## src/rtl/cnn_pkg.sv

```systemverilog
// Shared CNN constants and types: per-layer default dimensions, pooling FSM states, ReLU helper.
// Imported by the pooling engine and its address generator.
package cnn_pkg;

  localparam int L1_CHANNELS = 16;
  localparam int L1_IN_DIM   = 26;
  localparam int L2_CHANNELS = 32;
  localparam int L2_IN_DIM   = 11;
  localparam int L1_IN_AW    = 14;
  localparam int L1_OUT_AW   = 12;

  typedef enum logic [1:0] {
    IDLE  = 2'd0,
    READ  = 2'd1,
    WRITE = 2'd2,
    DONE  = 2'd3
  } pool_state_t;

  function automatic logic signed [7:0] relu8(input logic signed [7:0] v);
    return v[7] ? 8'sd0 : v;
  endfunction

endpackage

```

## src/rtl/pool_addr_gen.sv

```systemverilog
// Window/output counters (k, c, r, ch) and the source/destination address arithmetic for 2x2 pooling.
// Addresses are combinational from the counters; counters step only on k_inc/out_inc, clear on clr.
module pool_addr_gen
  import cnn_pkg::*;
#(
  parameter int CHANNELS = L1_CHANNELS,
  parameter int IN_DIM   = L1_IN_DIM,
  parameter int IN_AW    = L1_IN_AW,
  parameter int OUT_AW   = L1_OUT_AW
) (
  input  logic              clk,
  input  logic              rst_n,
  input  logic              clr,
  input  logic              k_inc,
  input  logic              out_inc,
  output logic [1:0]        k,
  output logic              last_k,
  output logic              last_out,
  output logic [IN_AW-1:0]  rd_addr,
  output logic [OUT_AW-1:0] wr_addr
);

  localparam int OUT_DIM = IN_DIM / 2;
  localparam int CH_W    = (CHANNELS > 1) ? $clog2(CHANNELS) : 1;
  localparam int OD_W    = (OUT_DIM > 1) ? $clog2(OUT_DIM) : 1;

  logic [1:0]      k_q, k_d;
  logic [CH_W-1:0] ch_q, ch_d;
  logic [OD_W-1:0] r_q, r_d;
  logic [OD_W-1:0] c_q, c_d;
  logic            last_c, last_r, last_ch;

  always_comb begin
    last_c  = (c_q == OD_W'(OUT_DIM - 1));
    last_r  = (r_q == OD_W'(OUT_DIM - 1));
    last_ch = (ch_q == CH_W'(CHANNELS - 1));
    k_d  = k_q;
    c_d  = c_q;
    r_d  = r_q;
    ch_d = ch_q;
    if (clr) begin
      k_d  = '0;
      c_d  = '0;
      r_d  = '0;
      ch_d = '0;
    end else begin
      if (k_inc) k_d = k_q + 2'd1;
      // Column is the fastest index, channel the slowest; wrap everything after the final output.
      if (out_inc) begin
        k_d = '0;
        if (!last_c) begin
          c_d = c_q + 1'b1;
        end else begin
          c_d = '0;
          if (!last_r) begin
            r_d = r_q + 1'b1;
          end else begin
            r_d  = '0;
            ch_d = last_ch ? '0 : ch_q + 1'b1;
          end
        end
      end
    end
  end

  always_ff @(posedge clk or negedge rst_n) begin
    if (!rst_n) begin
      k_q  <= '0;
      c_q  <= '0;
      r_q  <= '0;
      ch_q <= '0;
    end else begin
      k_q  <= k_d;
      c_q  <= c_d;
      r_q  <= r_d;
      ch_q <= ch_d;
    end
  end

  assign k        = k_q;
  assign last_k   = (k_q == 2'd3);
  assign last_out = last_c && last_r && last_ch;

  // Window row = 2r + k[1], col = 2c + k[0]; odd trailing row/col is never generated.
  assign rd_addr = IN_AW'(ch_q) * IN_AW'(IN_DIM * IN_DIM)
                 + IN_AW'({r_q, k_q[1]}) * IN_AW'(IN_DIM)
                 + IN_AW'({c_q, k_q[0]});

  assign wr_addr = OUT_AW'(ch_q) * OUT_AW'(OUT_DIM * OUT_DIM)
                 + OUT_AW'(r_q) * OUT_AW'(OUT_DIM)
                 + OUT_AW'(c_q);

endmodule

```

## src/rtl/maxpool_engine.sv

```systemverilog
// 2x2/stride-2 int8 max-pool over a CHANNELS x IN_DIM x IN_DIM map; 5 cycles per output, no backpressure.
// Optional clamp of results at zero when MAXPOOL_RELU_EN is defined.
module maxpool_engine
  import cnn_pkg::*;
#(
  parameter int CHANNELS = L1_CHANNELS,
  parameter int IN_DIM   = L1_IN_DIM,
  parameter int IN_AW    = L1_IN_AW,
  parameter int OUT_AW   = L1_OUT_AW
) (
  input  logic                     clk,
  input  logic                     rst_n,
  input  logic                     start,
  output logic                     busy,
  output logic                     done,
  output logic [IN_AW-1:0]         rd_addr,
  input  logic signed [7:0]        rd_data,
  output logic [OUT_AW-1:0]        wr_addr,
  output logic signed [7:0]        wr_data,
  output logic                     wr_en
);

  pool_state_t       state_q, state_d;
  logic signed [7:0] max_q, max_d;
  logic signed [7:0] result;
  logic [1:0]        k;
  logic              last_k, last_out;
  logic              clr, k_inc, out_inc;
  logic [IN_AW-1:0]  gen_rd_addr;
  logic [OUT_AW-1:0] gen_wr_addr;

  pool_addr_gen #(
    .CHANNELS (CHANNELS),
    .IN_DIM   (IN_DIM),
    .IN_AW    (IN_AW),
    .OUT_AW   (OUT_AW)
  ) u_addr_gen (
    .clk      (clk),
    .rst_n    (rst_n),
    .clr      (clr),
    .k_inc    (k_inc),
    .out_inc  (out_inc),
    .k        (k),
    .last_k   (last_k),
    .last_out (last_out),
    .rd_addr  (gen_rd_addr),
    .wr_addr  (gen_wr_addr)
  );

`ifdef MAXPOOL_RELU_EN
  assign result = relu8(max_q);
`else
  assign result = max_q;
`endif

  always_comb begin
    state_d = state_q;
    max_d   = max_q;
    busy    = 1'b0;
    done    = 1'b0;
    rd_addr = '0;
    wr_addr = '0;
    wr_data = '0;
    wr_en   = 1'b0;
    clr     = 1'b0;
    k_inc   = 1'b0;
    out_inc = 1'b0;
    case (state_q)
      IDLE: begin
        clr = 1'b1;
        if (start) state_d = READ;
      end
      READ: begin
        busy    = 1'b1;
        rd_addr = gen_rd_addr;
        k_inc   = 1'b1;
        // First element seeds the running max so the window result never depends on stale state.
        if ((k == 2'd0) || (rd_data > max_q)) max_d = rd_data;
        if (last_k) state_d = WRITE;
      end
      WRITE: begin
        busy    = 1'b1;
        wr_en   = 1'b1;
        wr_addr = gen_wr_addr;
        wr_data = result;
        out_inc = 1'b1;
        state_d = last_out ? DONE : READ;
      end
      DONE: begin
        done    = 1'b1;
        clr     = 1'b1;
        state_d = IDLE;
      end
      default: state_d = IDLE;
    endcase
  end

  always_ff @(posedge clk or negedge rst_n) begin
    if (!rst_n) begin
      state_q <= IDLE;
      max_q   <= '0;
    end else begin
      state_q <= state_d;
      max_q   <= max_d;
    end
  end

endmodule

```

## config.mk

```make
export PLATFORM = sky130hd
export DESIGN_NAME = maxpool_engine
export DESIGN_NICKNAME = d
export VERILOG_FILES = /design/src/rtl/cnn_pkg.sv /design/src/rtl/pool_addr_gen.sv /design/src/rtl/maxpool_engine.sv
export SDC_FILE = /design/constraint.sdc
export NUM_CORES = 1
export LEC_CHECK = 0
export ABC_AREA = 1
export BUFFER_PORTS_ARGS = -buffer_cell sky130_fd_sc_hd__clkbuf_2
export CORE_MARGIN = 5
export CORE_UTILIZATION = 50
export CTS_BUF_LIST = sky130_fd_sc_hd__clkbuf_4
export DETAILED_ROUTE_END_ITERATION = 10
export PLACE_DENSITY_LB_ADDON = 0.12
export SKIP_CTS_REPAIR_TIMING = 1
export SYNTH_ARGS = -nofsm -noshare
export SYNTH_HDL_FRONTEND = slang
export SYNTH_SLANG_ARGS = --single-unit
```

## constraint.sdc

```tcl
create_clock -name clk -period 5.8 [get_ports clk]
set_clock_uncertainty 0.1 [all_clocks]
set_input_delay 0.29 -clock clk [delete_from_list [all_inputs] [get_ports clk]]
set_output_delay 0.29 -clock clk [all_outputs]
set_load 0.05 [all_outputs]
```

==> results, run 1 <==
- The clock reaches the later pin of the worst-skew pair after between 300 and 400 ps.
- The power per cell area is 526 nW/µm².
- The global route total overflow is 0.
- The flip-flop and latch area is between 600 and 700 µm².
- The initial antenna violation count is 0.
- The share of synthesized cell area in full adder, half adder and majority cells is 0.381.
- The total count of max-transition violations in the final report was 0.
- After synthesis, the netlist uses 35 different library cells.
- Buffers inserted during clock tree synthesis total 3.
- The critical path goes through inv_1 -> ha_1 -> fa_1 -> ha_1 -> a21oi_1 -> nand2_1 -> a21o_1 -> a21oi_1 -> xnor2_1 -> ha_1 -> ha_1 -> a21oi_1 -> a21boi_0 -> o21ai_1 -> nand2_1 -> nand2_1 -> nand3_1 -> nand2_1 -> nor2_1 -> clkbuf_2.
- The number of port buffers is between 40 and 50.
- STA classifies the critical path endpoint as a primary output.
- The number of buffer and inverter instances along the worst setup path is 2.
- Cell internal power was estimated by the tool at between 0.8 and 0.9 mW.
- The total global routing track utilization is 0.174.
- The maximum fanout along the worst path is 8.
- Max-cap violations in this run came to 0.
- The clock-pin slew on the worst setup and hold paths is roughly 140 ps.
- The kind of critical path is flop to primary output.
- The mux contribution to synthesized area is 0.
- The proportion of power drawn by flip-flops and latches is 0.147.
- The critical path startpoint category is a flop.
- Of the total power, the clock network draws 0.036.
- Averaged over all synthesized cells, the footprint is around 7.5 µm².
- The startpoint identified for the worst hold timing path is rd_data[0].
- For this run, the slowest stage of the critical path takes about 530 ps.
- The initial core utilization is 0.517.
- The ratio of final minimum period to clock period is 0.841.
- The top cell types in the final layout, fill and taps aside, are 105 x inv_1, 95 x nand2_1, 85 x ha_1.
- The CTS tree is built.
- The total die area is 9430 µm².
- The post-synthesis instance area is about 3800 µm².
- The cell count of the worst reg-to-reg path is 7.
- The slowest stage of the critical path is the dfrtp_1 cell.
- For this run, the post-layout net count is ~670.
- The worst-case IR drop observed on VDD is around 0.50 mV.
- Synthesis produced about 500 cells.
- Routability-driven placement finished with a final weighted congestion of slightly below 0.9.
- Of the total power, combinational logic draws 0.816.
- In this run the remaining antenna-violating nets after routing total 0.
- The CTS H-tree depth is 1.
- The slew at the pin with the worst max-slew slack is around 900 ps.
- Setup violations remaining at the end of the flow were counted as 0.
- In this run the critical register-to-register path is launched from state_q[1]$_DFFE_PN0P_.
- The share of synthesized area occupied by flip-flops and latches is 0.158.
- Counting every sink on the clock net gives 24.
- The number of DRC markers after the initial detailed-route iteration is ~140.
- After filler insertion, the fill cell instance count of the layout stands at between 700 and 800.
- The top-level I/O count is 48.
- For this run, design rule violations remaining after detail routing come to 0.
- The minimum clock period is approximately 4900 ps.
- Setup repair after global routing left no endpoint under its margin.
- The library cell used most frequently in the layout, excluding fill and tap cells, is inv_1.
- The maximum achievable frequency is between 200 and 250 MHz.
- The headroom to the max-slew limit is 0.398.
- CTS placed an instance of clkbuf_4 at the clock tree root.
- The post-detailed-route via-to-cell ratio is about 5.
- The via count of the first global-routing pass is between 3000 and 4000.
- The aggregate routed wire length is ~8000 µm.
- The cell family contributing the most delay on the critical path is adder cells.
- The worst hold path terminates at max_q[0]$_DFFE_PN0P_.
- The floorplan has 31 rows.
- Of the total power, the share spent switching nets is 0.632.
- The worst hold path passes through 3 cells.
- By area, the combinational part of the netlist is dominated by adder cells.
- The detailed router placed 3244 vias in this run.
- The net switching power of the design is around 1.4 mW.
- The reg2reg setup slack is 3390 ps.
- The average detailed-routed wire length per instance is around 12 µm.
- The arrival time at the worst endpoint is around 4500 ps.
- The wire length of the first global-routing pass is around 14000 µm.
- The first TritonRoute pass finished after 4 iterations.
- Synthesis produced a netlist with a net count of ~620.
- The width of the chip is roughly 97 µm.
- Detailed placement ended at an HPWL of between 6000 and 7000 µm.
- The number of antenna diodes in the final layout is 0.
- The run finished with clean final reports.
- Entering global routing, the biggest net connects 25 pins.
- The core region is around 7300 µm².
- The area share of xor/xnor cells in the synthesized design is 0.0277.
- The most critical setup path has its startpoint at u_addr_gen.r_q[0]$_DFFE_PN0P_.
- The destination of the worst register-to-register timing path is state_q[1]$_DFFE_PN0P_.
- The worst hold path class is input pin to flop.
- The complex-gate fraction of the synthesized area was 0.102.
- The leakage power figure is around 2.6 nW.
- The y dimension of the die is between 90 and 100 µm.
- After synthesis the netlist holds a flip-flop and latch count of 24.
- The count of final hold-check violations was 0.
- The area fraction in and, or, nand and nor cells after synthesis is 0.216.
- The area added between synthesis and finish is 9.73%.
- The total negative setup slack is 0 ps.
- In the final layout, the multi-input gates occupy between 2000 and 3000 µm².
- Power comes to roughly 2.2 mW.
- In the final layout, the share of cells above drive strength 1 is 0.129.
- Yosys printed 0 warnings.
- The clock passes through at most 2 buffers.
- The worst path required time is 5410 ps.
kinds of logic (layout without fill, tap and decap cells):
| kind of cell | after synthesis | count (layout) |
|---|---|---|
| and+or+nand+nor | 179 | 179 |
| buffers and inverters | 112 | 160 |
| adders and majority gates | 104 | 104 |
| AOI/OAI and AO/OA | 72 | 72 |
| DFF | 24 | 24 |
| xor gates and xnor gates | 12 | 12 |
through the flow:
step	setup WS, ps	hold slack, ps	instance area, µm²	utilization	cells
finish	921	86.2	4160	0.568	650
global route	573	94.7	4160	0.568	650
CTS	882	-137	4150	0.566	649
detailed placement	1270	238	4130	0.563	645
global placement	1430	239	4130	0.563	645
floorplan	1330	-106	3790	-	503
cell usage after synthesis:
master / number / area (µm²)
a21boi_0: 1 / 7.51
a21o_1: 2 / 15.0
and2_4: 1 / 8.76
nor2_2: 2 / 12.5
buf_6: 1 / 11.3
nor2_1: 25 / 93.8
o22ai_1: 2 / 12.5
buf_4: 2 / 15.0
clkinv_1: 1 / 3.75
o21ai_1: 5 / 25.0
xnor2_1: 4 / 35.0
nand2_2: 5 / 31.3
nor4_1: 1 / 6.26
xor2_1: 8 / 70.1
a211oi_1: 1 / 7.51
nand2_1: 95 / 357
nand3_2: 4 / 40.0
ha_1: 85 / 1060
nand4_1: 7 / 43.8
nand2_4: 2 / 22.5
nor3_1: 5 / 25.0
dfrtp_1: 24 / 601
nand3_1: 29 / 145
nor2_4: 2 / 22.5
o31ai_1: 1 / 7.51
inv_2: 1 / 3.75
clkbuf_1: 2 / 7.51
inv_1: 105 / 394
a21oi_2: 1 / 8.76
a31o_2: 1 / 8.76
fa_1: 19 / 380
o21ai_0: 21 / 105
o21bai_1: 2 / 15.0
a21oi_1: 35 / 175
nor3b_2: 1 / 12.5
tightest hold or removal path: stages:
cell	delay [ps]
clkbuf_2	90
nand3_1	70
nand2_1	50
registers in the layout, indices dropped and copies added (netlist names):
register	count
max_q	8
state_q	2
u_addr_gen.c_q	4
u_addr_gen.ch_q	4
u_addr_gen.k	2
u_addr_gen.r_q	4
routing by layer:
layer | wire length [µm] | track usage | vias up
met3 | 294 | 0.0201 | 4
met5 | 0 | 0 | -
met2 | 3740 | 0.299 | 55
met1 | 3990 | 0.242 | 1471
li1 | - | - | 1714
met4 | 18 | 0.0173 | 0
area by class of cell:
class / count / share of cell area
Multi-Input combinational cell: 367 / 0.662
Sequential cell: 24 / 0.144
Inverter: 107 / 0.0965
Timing Repair Buffer: 49 / 0.0607
Tap cell: 99 / 0.0298
Clock buffer: 3 / 0.00541
Clock inverter: 1 / 0.000902
power by group through the flow:
stage	registers, mW	clock network [mW]	logic [mW]
after CTS	0.323	0.0809	1.81
after detailed placement	0.327	0	1.80
final	0.323	0.0791	1.79
after global placement	0.324	0	1.77
after global routing	0.335	0.0866	2.04
after floorplan	0.295	0	1.45
worst max-delay path by stage:
stage	end	slack (ps)	cells past startpoint
final	rd_addr[12]	920	20
after global routing	rd_addr[12]	570	20
after CTS	rd_addr[12]	880	20
after detailed placement	rd_addr[12]	1270	20
after global placement	rd_addr[12]	1430	20
after floorplan	rd_addr[11]	1330	15
Note: power is estimated with default switching activity, not from simulation.
==> inputs of run 2 (changes only) <==
Clock period 5.8 ns to 4 ns, I/O delays scaled along.
==> run 2 against run 1 <==
Effect of this change: the run now ends with setup timing left; critical path depth unchanged; wire length up 16%; clock power up 44%; sequential share of layout area down 2.4 points; register-to-register slack worse by 2000 ps; sequential power up 31%; die area unchanged; non-clock buffer count up 32; critical endpoint is now rd_addr[13]; largest cell class unchanged.
==> results, run 2 (synthesis results as in run 1) <==
- The number of placement rows was 31 (unchanged).
- The part of the total power dissipated in the clock network is 0.029 (was 0.036).
- The post-detailed-route via-to-cell ratio came to 5.22 (was 4.99).
- The final worst slack is -231 ps (was 921 ps).
- The area added between synthesis and finish is 32.1% (was 9.73%).
- The capture endpoint of the worst hold path is max_q[6]$_DFFE_PN0P_ (was max_q[0]$_DFFE_PN0P_).
- The kind of critical path is flop to primary output (unchanged).
- The cell type of the slowest stage on the worst timing path is fa_2 (was dfrtp_1).
- The minimum clock period is approximately 4200 ps.
- The cell count of the worst reg-to-reg path came to 7 (unchanged).
- The worst path required time was 3700 ps (was 5410 ps).
- The average detailed-routed wire length per instance is 13.7 µm (was 12.4 µm).
- The leakage power figure was 2.76 nW (was 2.58 nW).
- The destination of the worst register-to-register timing path is state_q[1]$_DFFE_PN0P_ (unchanged).
- The register bank with the most flops is max_q (unchanged).
- The count of final hold-check violations was 0 (unchanged).
- The number of maximum-capacitance violations is 0 (unchanged).
- The worst hold slack is 15.1 ps (was 86.2 ps).
- The CTS tree was built (unchanged).
- The total count of max-transition violations in the final report is 0 (unchanged).
- Ordered list of cells on the worst path: inv_2 -> ha_4 -> fa_2 -> ha_4 -> nand3_2 -> nand2_2 -> a21o_1 -> a21oi_2 -> xnor2_1 -> ha_1 -> ha_4 -> nand2_4 -> nor2_4 -> nand3_2 -> nand3_4 -> nand3_2 -> nand2_1 -> nand2_2 -> nor2_4 -> buf_12 (was inv_1 -> ha_1 -> fa_1 -> ha_1 -> a21oi_1 -> nand2_1 -> a21o_1 -> a21oi_1 -> xnor2_1 -> ha_1 -> ha_1 -> a21oi_1 -> a21boi_0 -> o21ai_1 -> nand2_1 -> nand2_1 -> nand3_1 -> nand2_1 -> nor2_1 -> clkbuf_2).
- The critical path startpoint category is a flop (unchanged).
- The maximum fanout along the worst path is 4 (was 8).
- The library cell used as clock root buffer is clkbuf_4 (unchanged).
- The maximum achievable frequency is 236 MHz.
- The final HPWL from detailed placement is 7260 µm (was 6880 µm).
- The number of DRC markers after the initial detailed-route iteration is 125 (was 135).
- The insertion delay to the later sink of the worst-skew pair came to 330 ps (about the same).
- The maximum buffer depth of the clock tree is 2 (unchanged).
- The aggregate routed wire length was 9310 µm (was 8040 µm).
- Outcome: finished with violations (was finished clean).
- The arrival time at the worst endpoint is 3930 ps (was 4490 ps).
- The detailed-route DRC error count is 0 (unchanged).
- The layout cell share with drive strength beyond 1 is 0.321 (was 0.129).
- The core region area is 7330 µm² (unchanged).
- The y dimension of the die is 97.1 µm (unchanged).
- The combinational share of power was 0.863 (was 0.816).
- The top-level I/O count is 48 (unchanged).
- The last weighted congestion value of the routability-driven placer is 0.868 (was 0.891).
- The ratio of final minimum period to clock period is 1.06.
- The net switching power of the design is 2.30 mW (was 1.39 mW).
- The clock-pin slew on the worst setup and hold paths is 150 ps (was 140 ps).
- The post-layout net count was 699 (was 667).
- The worst vdd rail ir drop is 0.531 mV (was 0.496 mV).
- The initial antenna violation count is 0 (unchanged).
- The count of filler cells inserted in the layout is 590 (was 722).
- The final setup violation count is 9 (was 0).
- The number of buffer and inverter instances along the worst setup path is 2 (unchanged).
- The global route total overflow is 0 (unchanged).
- The multi-input gate area in the final layout came to 3200 µm² (was 2760 µm²).
- The number of flip-flops under the largest register name is 8 (unchanged).
- The headroom to the max-slew limit is 0.307 (was 0.398).
- The start point of the worst min-delay path is rd_data[6] (was rd_data[0]).
- The number of cells on the worst hold path is 3 (unchanged).
- Most frequent cells in the layout: 95 x inv_1, 83 x nand2_1, 63 x ha_1 (was 105 x inv_1, 95 x nand2_1, 85 x ha_1).
- The total global routing track utilization is 0.183 (was 0.174).
- The most common cell after layout, fill and taps aside is inv_1 (unchanged).
- The diode insertion count for antenna repair is 0 (unchanged).
- The slew at the pin with the worst max-slew slack was 1040 ps (was 903 ps).
- The total die area is 9430 µm² (unchanged).
- The flip-flop and latch area came to 603 µm² (was 601 µm²).
- The via count of the first global-routing pass is 3340 (was 3225).
- The residual antenna-violating net count after detailed routing is 0 (unchanged).
- The internal portion of total power is 1.62 mW (was 0.805 mW).
- The reg2reg setup slack is 1440 ps (was 3390 ps).
- The number of port buffers is 47 (unchanged).
- The width of the chip was 97.1 µm (unchanged).
- The critical path's largest stage delay was 570 ps (was 530 ps).
- RSZ-0062 raised after global routing: true (was false).
- The wire length of the first global-routing pass is 15000 µm (was 14200 µm).
- The worst hold path class is input pin to flop (unchanged).
- The power per cell area is 784 nW/µm² (was 526 nW/µm²).
- The total negative setup slack is -1140 ps (was 0 ps).
- The checks that failed: setup timing.
- The total number of vias is 3562 (was 3244).
- The number of buffers inserted during clock tree synthesis is 3 (unchanged).
- The proportion of power drawn by flip-flops and latches was 0.108 (was 0.147).
- The number of optimization iterations in the first detailed-route pass was 4 (unchanged).
- The pin count of the biggest net entering global routing was 25 (unchanged).
- The initial core utilization is 0.517 (unchanged).
- The startpoint of the worst-slack reg-to-reg timing path was state_q[1]$_DFFE_PN0P_ (unchanged).
- The family with the most delay on the worst path is adder cells (unchanged).
- The switching portion of total power is 0.587 (was 0.632).
- The CTS H-tree depth is 1 (unchanged).
- The total clock sinks came to 24 (unchanged).
- The sort of element at the end of the critical path is a primary output (unchanged).
[run 2: cell count changes in the layout (fill, tap and decap cells not counted), moves of 14 or more]
cell | before | now
buf_4 | 1 | 31
ha_4 | 0 | 16
clkbuf_2 | 47 | 32
a21oi_1 | 35 | 21
ha_1 | 85 | 63
[run 2: per-stage QoR]
| step | utilization | instance area (µm²) | cells | setup slack (ps) | power [mW] |
|---|---|---|---|---|---|
| after detailed placement | 0.606 | 4440 | 666 | -131 | 3.29 |
| after floorplan | - | 3850 | 503 | -35.7 | 2.56 |
| final | 0.683 | 5010 | 682 | -231 | 3.93 |
| after global routing | 0.683 | 5010 | 682 | -447 | 4.33 |
| after global placement | 0.606 | 4440 | 666 | 36.6 | 3.23 |
| after CTS | 0.610 | 4470 | 670 | -531 | 3.43 |
[run 2: cell type report]
type                            instances  area share
Clock buffer                            3     0.00450
Clock inverter                          1    0.000749
Inverter                              107      0.0807
Multi-Input combinational cell        367       0.639
Sequential cell                        24       0.120
Tap cell                               99      0.0247
Timing Repair Buffer                   81       0.130
[run 2: tightest hold or removal path, cell delays in order]
cell and delay, ps:
clkbuf_2 90, nand3_1 70, nand2_1 60
[run 2: metal layers]
layer	GRT usage	vias to the layer above	share of wire
met2	0.305	77	0.49
met4	0.0356	0	0.012
met5	0	-	0
met1	0.257	1692	0.46
met3	0.0230	12	0.039
li1	-	1781	-
[run 2: power by group through the flow]
stage,Clock [mW],Sequential [mW],Combinational (mW)
2_1_floorplan,0,0.429,2.13
3_3_place_gp,0,0.421,2.81
3_5_place_dp,0,0.425,2.87
4_1_cts,0.118,0.419,2.89
5_1_grt,0.127,0.438,3.76
6_report,0.114,0.423,3.39
[run 2: worst max path at each step]
stage               slack (ps)  cells after the start     endpoint                     startpoint
floorplan                  -40                     15  rd_addr[11]  u_addr_gen.r_q[0]$_DFFE_PN0P_
global placement            40                     20  rd_addr[12]  u_addr_gen.r_q[1]$_DFFE_PN0P_
detailed placement        -130                     18  rd_addr[13]  u_addr_gen.r_q[1]$_DFFE_PN0P_
CTS                       -530                     18  rd_addr[13]  u_addr_gen.r_q[1]$_DFFE_PN0P_
global route              -450                     19  rd_addr[10]  u_addr_gen.r_q[0]$_DFFE_PN0P_
finish                    -230                     20  rd_addr[13]  u_addr_gen.r_q[0]$_DFFE_PN0P_
